==> config.mk <==
export PLATFORM = sky130hd
export DESIGN_NAME = mem_access_unit
export DESIGN_NICKNAME = d
export VERILOG_FILES = /design/src/rtl/mem_access_unit.sv
export SDC_FILE = /design/constraint.sdc
export NUM_CORES = 1
export LEC_CHECK = 0
export BUFFER_PORTS_ARGS = -buffer_cell sky130_fd_sc_hd__buf_4
export CAP_MARGIN = 20
export CORE_UTILIZATION = 40
export CTS_CLUSTER_DIAMETER = 150
export DETAILED_ROUTE_END_ITERATION = 16
export GPL_TIMING_DRIVEN = 0
export PLACE_DENSITY = 0.67
export SLEW_MARGIN = 20
export SYNTH_ARGS = -nofsm -noshare
export SYNTH_HDL_FRONTEND = slang
export SYNTH_SLANG_ARGS = --single-unit
==> constraint.sdc <==
create_clock -name clk -period 4.73 [get_ports clk]
set_clock_uncertainty 0.2 [all_clocks]
set_input_delay 0.7095 -clock clk [delete_from_list [all_inputs] [get_ports clk]]
set_output_delay 0.7095 -clock clk [all_outputs]
set_load 0.01 [all_outputs]
==> src/rtl/mem_access_unit.sv <==
// Memory-stage access unit: runs single-outstanding loads/stores on a ready/ack bus,
// with little-endian lane alignment, load extension and an access timeout.
module mem_access_unit #(
  parameter int unsigned TIMEOUT = 16
) (
  input  logic        clk,
  input  logic        reset,
  input  logic        mem_read,
  input  logic        mem_write,
  input  logic        mem_sign,
  input  logic [1:0]  mem_size,
  input  logic [31:0] addr,
  input  logic [31:0] writedata,
  output logic        bus_req,
  output logic        bus_we,
  output logic [31:0] bus_addr,
  output logic [3:0]  bus_be,
  output logic [31:0] bus_wdata,
  input  logic        bus_ack,
  input  logic [31:0] bus_rdata,
  output logic        stall,
  output logic [31:0] readdata,
  output logic        rdata_valid,
  output logic        bus_error,
  output logic        addr_err
);

  typedef enum logic [1:0] {
    IDLE   = 2'd0,
    ACCESS = 2'd1,
    DONE   = 2'd2
  } state_t;

  localparam logic [7:0] LAST_CNT = 8'(TIMEOUT - 1);

  function automatic logic [3:0] lane_be(input logic [1:0] size, input logic [1:0] lane);
    logic [3:0] be;
    case (size)
      2'b00:   be = 4'b0001 << lane;
      2'b01:   be = lane[1] ? 4'b1100 : 4'b0011;
      2'b10:   be = 4'b1111;
      default: be = 4'b0000;
    endcase
    return be;
  endfunction

  function automatic logic [31:0] lane_wdata(input logic [1:0] size, input logic [31:0] wdata);
    logic [31:0] w;
    case (size)
      2'b00:   w = {4{wdata[7:0]}};
      2'b01:   w = {2{wdata[15:0]}};
      default: w = wdata;
    endcase
    return w;
  endfunction

  // Halfword lanes are always 0 or 2 here because misaligned requests never reach the bus.
  function automatic logic [31:0] load_extract(input logic [1:0] size, input logic sign,
                                               input logic [1:0] lane, input logic [31:0] rdata);
    logic [31:0] sh;
    logic [31:0] r;
    sh = rdata >> {lane, 3'b000};
    case (size)
      2'b00:   r = {{24{sign & sh[7]}}, sh[7:0]};
      2'b01:   r = {{16{sign & sh[15]}}, sh[15:0]};
      default: r = rdata;
    endcase
    return r;
  endfunction

  state_t      state_q, state_d;
  logic [7:0]  cnt_q, cnt_d;
  logic        bus_req_q, bus_req_d;
  logic        bus_we_q, bus_we_d;
  logic [31:0] bus_addr_q, bus_addr_d;
  logic [3:0]  bus_be_q, bus_be_d;
  logic [31:0] bus_wdata_q, bus_wdata_d;
  logic [1:0]  size_q, size_d;
  logic        sign_q, sign_d;
  logic [1:0]  lane_q, lane_d;
  logic [31:0] readdata_q, readdata_d;
  logic        rdata_valid_q, rdata_valid_d;
  logic        bus_error_q, bus_error_d;

  logic        req_s;
  logic        misaligned_s;
  logic        accept_s;

  // Request qualification and the combinational pipeline hold.
  always_comb begin
    req_s = mem_read | mem_write;
    case (mem_size)
      2'b00:   misaligned_s = 1'b0;
      2'b01:   misaligned_s = addr[0];
      2'b10:   misaligned_s = |addr[1:0];
      default: misaligned_s = 1'b1;
    endcase
    accept_s = (state_q == IDLE) & req_s & ~misaligned_s;
    addr_err = (state_q == IDLE) & req_s & misaligned_s;
    stall    = ~reset & (accept_s | (state_q == ACCESS));
  end

  // Next-state and registered-output logic.
  always_comb begin
    state_d       = state_q;
    cnt_d         = cnt_q;
    bus_req_d     = bus_req_q;
    bus_we_d      = bus_we_q;
    bus_addr_d    = bus_addr_q;
    bus_be_d      = bus_be_q;
    bus_wdata_d   = bus_wdata_q;
    size_d        = size_q;
    sign_d        = sign_q;
    lane_d        = lane_q;
    readdata_d    = readdata_q;
    rdata_valid_d = 1'b0;
    bus_error_d   = 1'b0;
    case (state_q)
      IDLE: begin
        cnt_d = 8'd0;
        if (accept_s) begin
          bus_req_d   = 1'b1;
          bus_we_d    = mem_write;
          bus_addr_d  = {addr[31:2], 2'b00};
          bus_be_d    = lane_be(mem_size, addr[1:0]);
          bus_wdata_d = lane_wdata(mem_size, writedata);
          size_d      = mem_size;
          sign_d      = mem_sign;
          lane_d      = addr[1:0];
          state_d     = ACCESS;
        end else begin
          state_d = IDLE;
        end
      end
      ACCESS: begin
        cnt_d = cnt_q + 8'd1;
        // An ack on the final wait cycle still completes normally.
        if (bus_ack) begin
          bus_req_d = 1'b0;
          state_d   = DONE;
          if (!bus_we_q) begin
            readdata_d    = load_extract(size_q, sign_q, lane_q, bus_rdata);
            rdata_valid_d = 1'b1;
          end else begin
            readdata_d = readdata_q;
          end
        end else if (cnt_q == LAST_CNT) begin
          bus_req_d   = 1'b0;
          bus_error_d = 1'b1;
          state_d     = DONE;
        end else begin
          state_d = ACCESS;
        end
      end
      DONE: begin
        cnt_d   = 8'd0;
        state_d = IDLE;
      end
      default: begin
        cnt_d     = 8'd0;
        bus_req_d = 1'b0;
        state_d   = IDLE;
      end
    endcase
  end

  // State and output registers.
  always_ff @(posedge clk or posedge reset) begin
    if (reset) begin
      state_q       <= IDLE;
      cnt_q         <= 8'd0;
      bus_req_q     <= 1'b0;
      bus_we_q      <= 1'b0;
      bus_addr_q    <= 32'd0;
      bus_be_q      <= 4'd0;
      bus_wdata_q   <= 32'd0;
      size_q        <= 2'd0;
      sign_q        <= 1'b0;
      lane_q        <= 2'd0;
      readdata_q    <= 32'd0;
      rdata_valid_q <= 1'b0;
      bus_error_q   <= 1'b0;
    end else begin
      state_q       <= state_d;
      cnt_q         <= cnt_d;
      bus_req_q     <= bus_req_d;
      bus_we_q      <= bus_we_d;
      bus_addr_q    <= bus_addr_d;
      bus_be_q      <= bus_be_d;
      bus_wdata_q   <= bus_wdata_d;
      size_q        <= size_d;
      sign_q        <= sign_d;
      lane_q        <= lane_d;
      readdata_q    <= readdata_d;
      rdata_valid_q <= rdata_valid_d;
      bus_error_q   <= bus_error_d;
    end
  end

  assign bus_req     = bus_req_q;
  assign bus_we      = bus_we_q;
  assign bus_addr    = bus_addr_q;
  assign bus_be      = bus_be_q;
  assign bus_wdata   = bus_wdata_q;
  assign readdata    = readdata_q;
  assign rdata_valid = rdata_valid_q;
  assign bus_error   = bus_error_q;

endmodule

== Word level (Yosys, flattened, before mapping) ==
Cells that the tools add are included.
Word-level totals
  output and inout port bits: 106
  memory bits (writable): 0
  register bits: 117
  memories kept: 0
  latch bits: 0
  input port bits: 104
  word-level logic and storage cells: 63
  memory bits (read-only): 0
Operators by class
  shifts and indexed selects: 2
  bitwise operators: 12
  reductions and logical operators: 7
  equal/unequal tests: 8
  magnitude comparators: 0
  multiply operators: 0
  muxes and demuxes: 20
  add/sub/neg operators: 1
  divide/modulo/power cells: 0
Operators with widths (count)
  one-hot mux 32 bit (2 select lines): 2
  >> shifter 32 x 5 -> 16 bit: 1
  one-hot mux 4 bit (3 select lines): 1
  two-way mux 1 bit: 10
  adder 8 x 1 -> 8 bit, second input constant: 1
  equality test 8 x 4 -> 1 bit, second input constant: 1
  two-way mux 8 bit: 1
  bitwise AND 1 bit: 6
  equality test 2 x 1 -> 1 bit, second input constant: 3
  zero test 2 bit: 3
  one-hot mux 1 bit (3 select lines): 2
  AND reduction 3 bit: 2
  equality test 2 bit, second input constant: 2
  two-way mux 2 bit: 2
  two-way mux 4 bit: 1
  inverter 1 bit: 4
  one-hot mux 2 bit (2 select lines): 1
  << shifter 1 x 2 -> 4 bit, first input constant: 1
  inequality test 3 x 2 -> 1 bit, second input constant: 1
  inequality test 2 bit, second input constant: 1
  OR 1 bit: 2
  AND reduction 2 bit: 1
  OR reduction 2 bit: 1

== Longest topological paths before layout ==
Gate-level depths: netlist of run 1.
  depth in word-level cells: 6
  depth in mapped cells: 8
  depth with buffers taken out: 4

== Worst setup path after synthesis of run 1 ==
No wires, ideal clock.
  path kind: input to output
  start point: input addr[1]
  end point: output stall
  stages: 5
  slack: 2.110 ns
  path buffers: 1
  required time: 3.821 ns
  arrival: 1.710 ns
  cell sequence: o21a_2 -> o22ai_4 -> nand2_1 -> buf_2 -> a21oi_1
Between the ends
  cells in the longest elaborated chain, start to end: 6
RTL lines
  start, declared: RTL line 12  | input logic [31:0] addr,
  OR reduction 2 bit: RTL line 95  | 2'b10: misaligned_s = |addr[1:0];
  one-hot mux 1 bit (3 select lines): RTL line 92  | case (mem_size)
  inverter 1 bit: RTL line 98  | accept_s = (state_q == IDLE) & req_s & ~misaligned_s;
  bitwise AND 1 bit: RTL line 98
  OR 1 bit: RTL line 100  | stall = ~reset & (accept_s | (state_q == ACCESS));
  bitwise AND 1 bit: RTL line 100
  end, declared: RTL line 21  | output logic stall,
Every way passes these cells.

== Worst setup path in the final report of run 1 ==
Ends and elaborated chain as after synthesis.

==> results of run 1 <==
area by class of cell:
cell class | instances | area (µm²) | area share [%]
Timing Repair Buffer | 207 | 1570 | 19.9
Clock buffer | 26 | 529 | 6.71
Multi-Input combinational cell | 339 | 2340 | 29.6
Buffer | 41 | 214 | 2.71
Clock inverter | 3 | 65.1 | 0.825
Sequential cell | 117 | 2930 | 37.1
Inverter | 5 | 23.8 | 0.301
Tap cell | 176 | 220 | 2.79
worst min-delay path by stage:
stage / startpoint / end / slack (ns) / cells after the start
CTS: reset / state_q[0]$_DFF_PP0_ / 0.1 / 2
global placement: cnt_q[0]$_DFF_PP0_ / cnt_q[0]$_DFF_PP0_ / 0.25 / 1
finish: reset / state_q[0]$_DFF_PP0_ / 0.10 / 2
floorplan: cnt_q[0]$_DFF_PP0_ / cnt_q[0]$_DFF_PP0_ / 0.23 / 1
global route: reset / cnt_q[6]$_DFF_PP0_ / 0.11 / 2
detailed placement: cnt_q[0]$_DFF_PP0_ / cnt_q[0]$_DFF_PP0_ / 0.25 / 1
layout by cell type, fill, tap and decap left out, drive strengths merged, types with 5 or more instances in the layout:
| cell | count |
|---|---|
| buf | 224 |
| dfrtp | 117 |
| mux2 | 53 |
| a21oi | 52 |
| clkbuf | 50 |
| nand2 | 48 |
| mux2i | 36 |
| nand3 | 34 |
| nor2 | 21 |
| o21ai | 20 |
| a2bb2oi | 8 |
| o22ai | 8 |
| or2 | 7 |
| a22o | 7 |
| nand2b | 5 |
| inv | 5 |
worst max-delay path: cells and delay by family:
kind	cells	cell delay [ns]
AO/OA/AOI/OAI	3	0.65
buffers and inverters	3	0.55
AND/OR/NAND/NOR	1	0.20
layer usage:
layer / routed length, µm / track usage [%]
met3: 1330 / 7.28
met2: 7530 / 37.0
met4: 291 / 8.86
met1: 6550 / 28.4
met5: 0 / 0
cell families (layout without fill, tap and decap cells):
kind of cell               count (synthesis)  after routing  synth area share, %
AOI/OAI and AO/OA                        109            109                 12.3
xor gates and xnor gates                   5              5                0.797
adders and majority gates                  1              1                0.228
buffers and inverters                     46            282                 4.24
DFF                                      117            117                 53.3
muxes                                     89             89                 17.6
other                                      1              2               0.0683
and+or+nand+nor                          133            133                 11.5
sequential cells by signal, indices dropped and copies added (netlist names), 2 cells and up:
signal,flops
readdata,32
cnt_q,8
bus_wdata,32
bus_addr,30
bus_be,4
size_q,2
lane_q,2
state_q,2
per-stage QoR:
stage | cells | power (µW) | setup WS (ns)
4_1_cts | 914 | 4870 | 1.65
6_report | 914 | 4840 | 1.69
5_1_grt | 914 | 5090 | 1.55
3_3_place_gp | 884 | 3500 | -0.641
2_1_floorplan | 502 | 2620 | 0.720
3_5_place_dp | 885 | 3550 | 1.65
where the power goes:
group / internal [µW] / leakage [µW] / total (µW) / switching (µW)
logic: 985 / 0.00208 / 1900 / 913
clock network: 864 / 0.000294 / 1300 / 436
registers: 1410 / 0.00140 / 1640 / 233
total: 3260 / 0.00377 / 4840 / 1580
==> flow_metrics.tcl, run 1 <==
set metrics [dict create \
    status "complete, no violations" \
    clk_pin_slew_worst_paths_ns 0.05 \
    rsz0062_at_grt "false" \
    max-vdd-ir-drop_mv 0.334 \
    synth_ff_type "dfrtp_1" \
    place.gp.congestion 0.859 \
    path_cells "buf_4 > o21a_2 > o22ai_4 > nand2_1 > buf_2 > a21oi_1 > buf_4" \
    cp_slowest_stage_delay_ns 0.27 \
    htreeDepth 4 \
    post-route-drc-count 0 \
    cp.arrival_ns 2.13 \
    r2r_cells 5 \
    holdBufCountCts 0 \
    fin_crit_ns 3.04 \
    yosysMostFrequentCell "dfrtp_1" \
    relSlewSlack_pct 37.2 \
    die_x_um 119 \
    ios 210 \
    yosys-top-cells-area "dfrtp_1 53%, mux2_2 10%, mux2i_1 6.6%" \
    n_antenna_cell 0 \
    setup_viol 0 \
    synth-seq-cells 117 \
    synthCells 501 \
    root_buffer "clkbuf_16" \
    grt_max_degree 80 \
    grt_pass1_vias 4899 \
    yosys.area.top_type "dfrtp_1" \
    placed_area_mm2 0.00730 \
    crit_path_start "addr[1]" \
    fillers 1119 \
    coreArea_mm2 0.0133 \
    netlist-cell-type-count 45 \
    overflow 0 \
    maxClockFrequency_ghz 0.329 \
    fp-row-count 42 \
    vias 4744 \
    firstDrtPassIters 4 \
    startpoint_type "primary input" \
    slew_viol_final 0 \
    r2r-start "state_q[0]$_DFF_PP0_" \
    cts_sinks 117 \
    initial_utilization_pct 41.3 \
    die_y_um 119 \
    routed_wl_mm 15.7 \
    crit_path_end_kind "output port" \
    r2r_slack_ns 2.48 \
    crit_path_end "stall" \
    setup_tns_ns 0 \
    synth-edff-count 0 \
    worstMarginPinSlew_ns 0.938 \
    numCtsBuffers 17 \
    ys_top_cells_by_count "117 x dfrtp_1, 52 x a21oi_1, 51 x mux2_2, 48 x nand2_1, 36 x mux2i_1" \
    hold_viol 0 \
    drv_cap 0 \
    cp_slowest_cell "buf_2" \
    port_buffers 206 \
    critical_path_class "in2out" \
    async_reset_ff_share_pct 100 \
    final_net_count 833 \
    cts_resized 0 \
    antenna_found_initial 0 \
    ys_warn_count 0 \
    yosysSeqAreaShare_pct 53.3 \
    final_area_mm2 0.00789 \
    avgSynthCellArea_um2 11.0 \
    synth_area_mm2 0.00549 \
    worst_ep_required_time_ns 3.82 \
    power.density_mw_per_mm2 613 \
    r2r-end "bus_wdata[14]$_DFFE_PP0P_" \
    hold_ws_ns 0.100 \
    yosys.area.top_type_share_pct 53.3 \
    grt.total_usage_pct 22.9 \
    fin_crit_sh_pct 64.3 \
    cts_tree "done" \
    p_leak_uw 0.00377 \
    crit_top_cell "buf_4" \
    viasPerCell 5.19 \
    cts_buffer_depth 2 \
    area_growth_pct 43.6 \
    clk-insertion-delay-late_ns 0.41 \
    die_area_mm2 0.0142 \
    postCtsSetupBuffers 0 \
    path_max_fanout 10 \
    dp_hpwl_mm 11.6 \
    ant_nets 0 \
    drt_iter0_drc 243 \
    post_drt_wl_per_cell_um 17.2 \
    drive_gt1_share_pct 42.5 \
    fin_util_pct 59.3 \
    hold_class "in2async" \
    grt_pass1_wl_mm 25.1 \
]
No activity file was read; power rests on OpenSTA's default activity.
==> run 2, diff against run 1 <==
==> constraint.sdc (replaced) <==
create_clock -name clk -period 2.9 [get_ports clk]
set_clock_uncertainty 0.2 [all_clocks]
set_input_delay 0.435 -clock clk [delete_from_list [all_inputs] [get_ports clk]]
set_output_delay 0.435 -clock clk [all_outputs]
set_load 0.01 [all_outputs]
==> run 2 against run 1 <==
First-iteration DRC count fell by 18%; utilization rose by 0.88 points; final cell count rose by 0.88%; worst setup slack got worse by 1.4 ns; critical path type is now reg2out; critical endpoint unchanged.
==> flow_metrics.tcl, run 2 (synthesis gave the netlist of run 1 again) <==
set metrics [dict create \
    final_cell_mix "211 x buf_4, 117 x dfrtp_1, 52 x a21oi_1" \
    crit_path_start "state_q[0]$_DFF_PP0_" \
    root_buffer "clkbuf_16" \
    postCtsSetupBuffers 0 \
    fin_crit_ns 2.58 \
    cts_tree "done" \
    clk-insertion-delay-late_ns 0.41 \
    grt_pass1_wl_mm 25.4 \
    post_drt_wl_per_cell_um 17.3 \
    wl_met3_mm 1.31 \
    status "complete, no violations" \
    area_growth_pct 45.8 \
    critical_path_class "reg2out" \
    fin_crit_sh_pct 89.1 \
    die_area_mm2 0.0142 \
    cp_slowest_stage_delay_ns 0.42 \
    path_depth 5 \
    dp_cells 888 \
    dp_hpwl_mm 11.9 \
    coreArea_mm2 0.0133 \
    drv_cap 0 \
    cp_num_buf_inv 2 \
    ant_nets 0 \
    final_net_count 838 \
    viasPerCell 5.21 \
    setup_viol 0 \
    cp_slowest_cell "dfrtp_1" \
    initial_utilization_pct 41.3 \
    p_leak_uw 0.00382 \
    cts_sinks 117 \
    path_cells "nor3_2 > nand2_1 > buf_2 > a21oi_1 > buf_4" \
    hold_viol 0 \
    post-route-drc-count 0 \
    cp.arrival_ns 1.95 \
    r2r-end "readdata[20]$_DFFE_PP0P_" \
    layout_commonest_cell "buf_4" \
    firstDrtPassIters 4 \
    maxClockFrequency_ghz 0.387 \
    comb_power_share_pct 38.7 \
    drt_iter0_drc 200 \
    worst_ep_required_time_ns 2.27 \
    startpoint_type "flip-flop" \
    overflow 0 \
    max-vdd-ir-drop_mv 0.522 \
    grt.total_usage_pct 23.2 \
    grt_max_degree 29 \
    drive_gt1_share_pct 43.0 \
    power_frac_clock_pct 28.1 \
    wirelength_met1_mm 6.75 \
    cts_buffer_depth 2 \
    place.gp.congestion 0.880 \
    fin_util_pct 60.2 \
    clk_pin_slew_worst_paths_ns 0.06 \
    power.density_mw_per_mm2 1000 \
    multiInputGateArea_mm2 0.00234 \
    power_switching_share_pct 32.4 \
    p_seq_share_pct 33.2 \
    worstMarginPinSlew_ns 0.877 \
    die_x_um 119 \
    fp-row-count 42 \
    switchingPower_uw 2600 \
    cp_top_family "simple AND/OR/NAND/NOR gates" \
    grt_pass1_vias 5080 \
    hold_class "in2reg" \
    vias 4806 \
    path_max_fanout 10 \
    port_buffers 206 \
    setup_tns_ns 0 \
    relSlewSlack_pct 41.3 \
    route.met2.wl_mm 7.61 \
    routed_wl_mm 16.0 \
    regArea_mm2 0.00293 \
    htreeDepth 4 \
    ios 210 \
    rsz0062_at_grt "false" \
    r2r_cells 5 \
    stdcell_count 922 \
    r2r_slack_ns 0.67 \
    n_antenna_cell 0 \
    r2r-start "size_q[0]$_DFFE_PP0P_" \
    die_y_um 119 \
    crit_path_end_kind "output port" \
    antenna_found_initial 0 \
    crit_path_end "stall" \
    numCtsBuffers 17 \
    p_int_uw 5430 \
    highest_layer "met4" \
    hold_depth 2 \
    fillers 1126 \
    slew_viol_final 0 \
]
==> run 2: cell types whose count changed in the layout (fill, tap and decap cells not counted), sizes merged <==
cell | before | now
buf | 224 | 227
bufinv | 2 | 4
clkbuf | 50 | 47
clkinv | 1 | 4
clkinvlp | 0 | 2
dlygate4sd3 | 0 | 2
inv | 5 | 4
==> run 2: layout make-up <==
cell class / count / share of cell area [%]
well taps: 176 / 2.75
repair buffers: 212 / 20.6
clock buffers: 23 / 6.09
inverters: 5 / 0.281
multi-input cells: 339 / 29.2
flip-flops and latches: 117 / 36.6
clock inverters: 9 / 1.84
plain buffers: 41 / 2.67
==> run 2: power groups by stage <==
stage	sequential, µW	combinational [µW]	clock [µW]
after global routing	2750	3350	2350
final	2670	3110	2260
after detailed placement	2680	3110	0
after global placement	2660	3050	0
after CTS	2670	3130	2290
after floorplan	2930	1340	0
==> run 2: routing by layer <==
layer / track usage, % / vias to the layer above
li1: - / 2255
met1: 28.6 / 2335
met2: 37.4 / 197
met3: 7.71 / 19
met4: 9.02 / 0
met5: 0 / -
==> run 2: worst reg2reg max path, delay by kind of cell (launching register included) <==
kind | cells | cell delay (ns)
buf+inv | 2 | 0.61
compound gates | 1 | 0.50
mux | 1 | 0.38
flops | 1 | 0.32
simple gates | 1 | 0.09
==> run 2: worst min-delay path by stage <==
| stage | startpoint | endpoint | slack [ns] |
|---|---|---|---|
| after global routing | addr[4] | bus_addr[4]$_DFFE_PP0P_ | 0.04 |
| after floorplan | cnt_q[0]$_DFF_PP0_ | cnt_q[0]$_DFF_PP0_ | 0.23 |
| final | addr[4] | bus_addr[4]$_DFFE_PP0P_ | 0.05 |
| after detailed placement | reset | bus_addr[4]$_DFFE_PP0P_ | 0.24 |
| after CTS | addr[4] | bus_addr[4]$_DFFE_PP0P_ | 0.04 |
| after global placement | cnt_q[0]$_DFF_PP0_ | cnt_q[0]$_DFF_PP0_ | 0.25 |
==> run 2: timing repair <==
item                                    4_1_cts  5_1_grt
hold buffers                                  2        0
gates resized for setup                       0        1
endpoints found under the setup margin        0        1
endpoints found under the hold margin        12        0
==> run 2: metrics by stage <==
step / instance area, µm² / hold WS, ns / setup slack, ns / total power, µW
floorplan: 5500 / 0.233 / 0.829 / 4270
global placement: 7270 / 0.252 / 0.0677 / 5710
detailed placement: 7350 / 0.240 / 0.358 / 5800
CTS: 8000 / 0.0354 / 0.126 / 8090
global route: 8010 / 0.0367 / 0.204 / 8460
finish: 8010 / 0.0494 / 0.316 / 8040
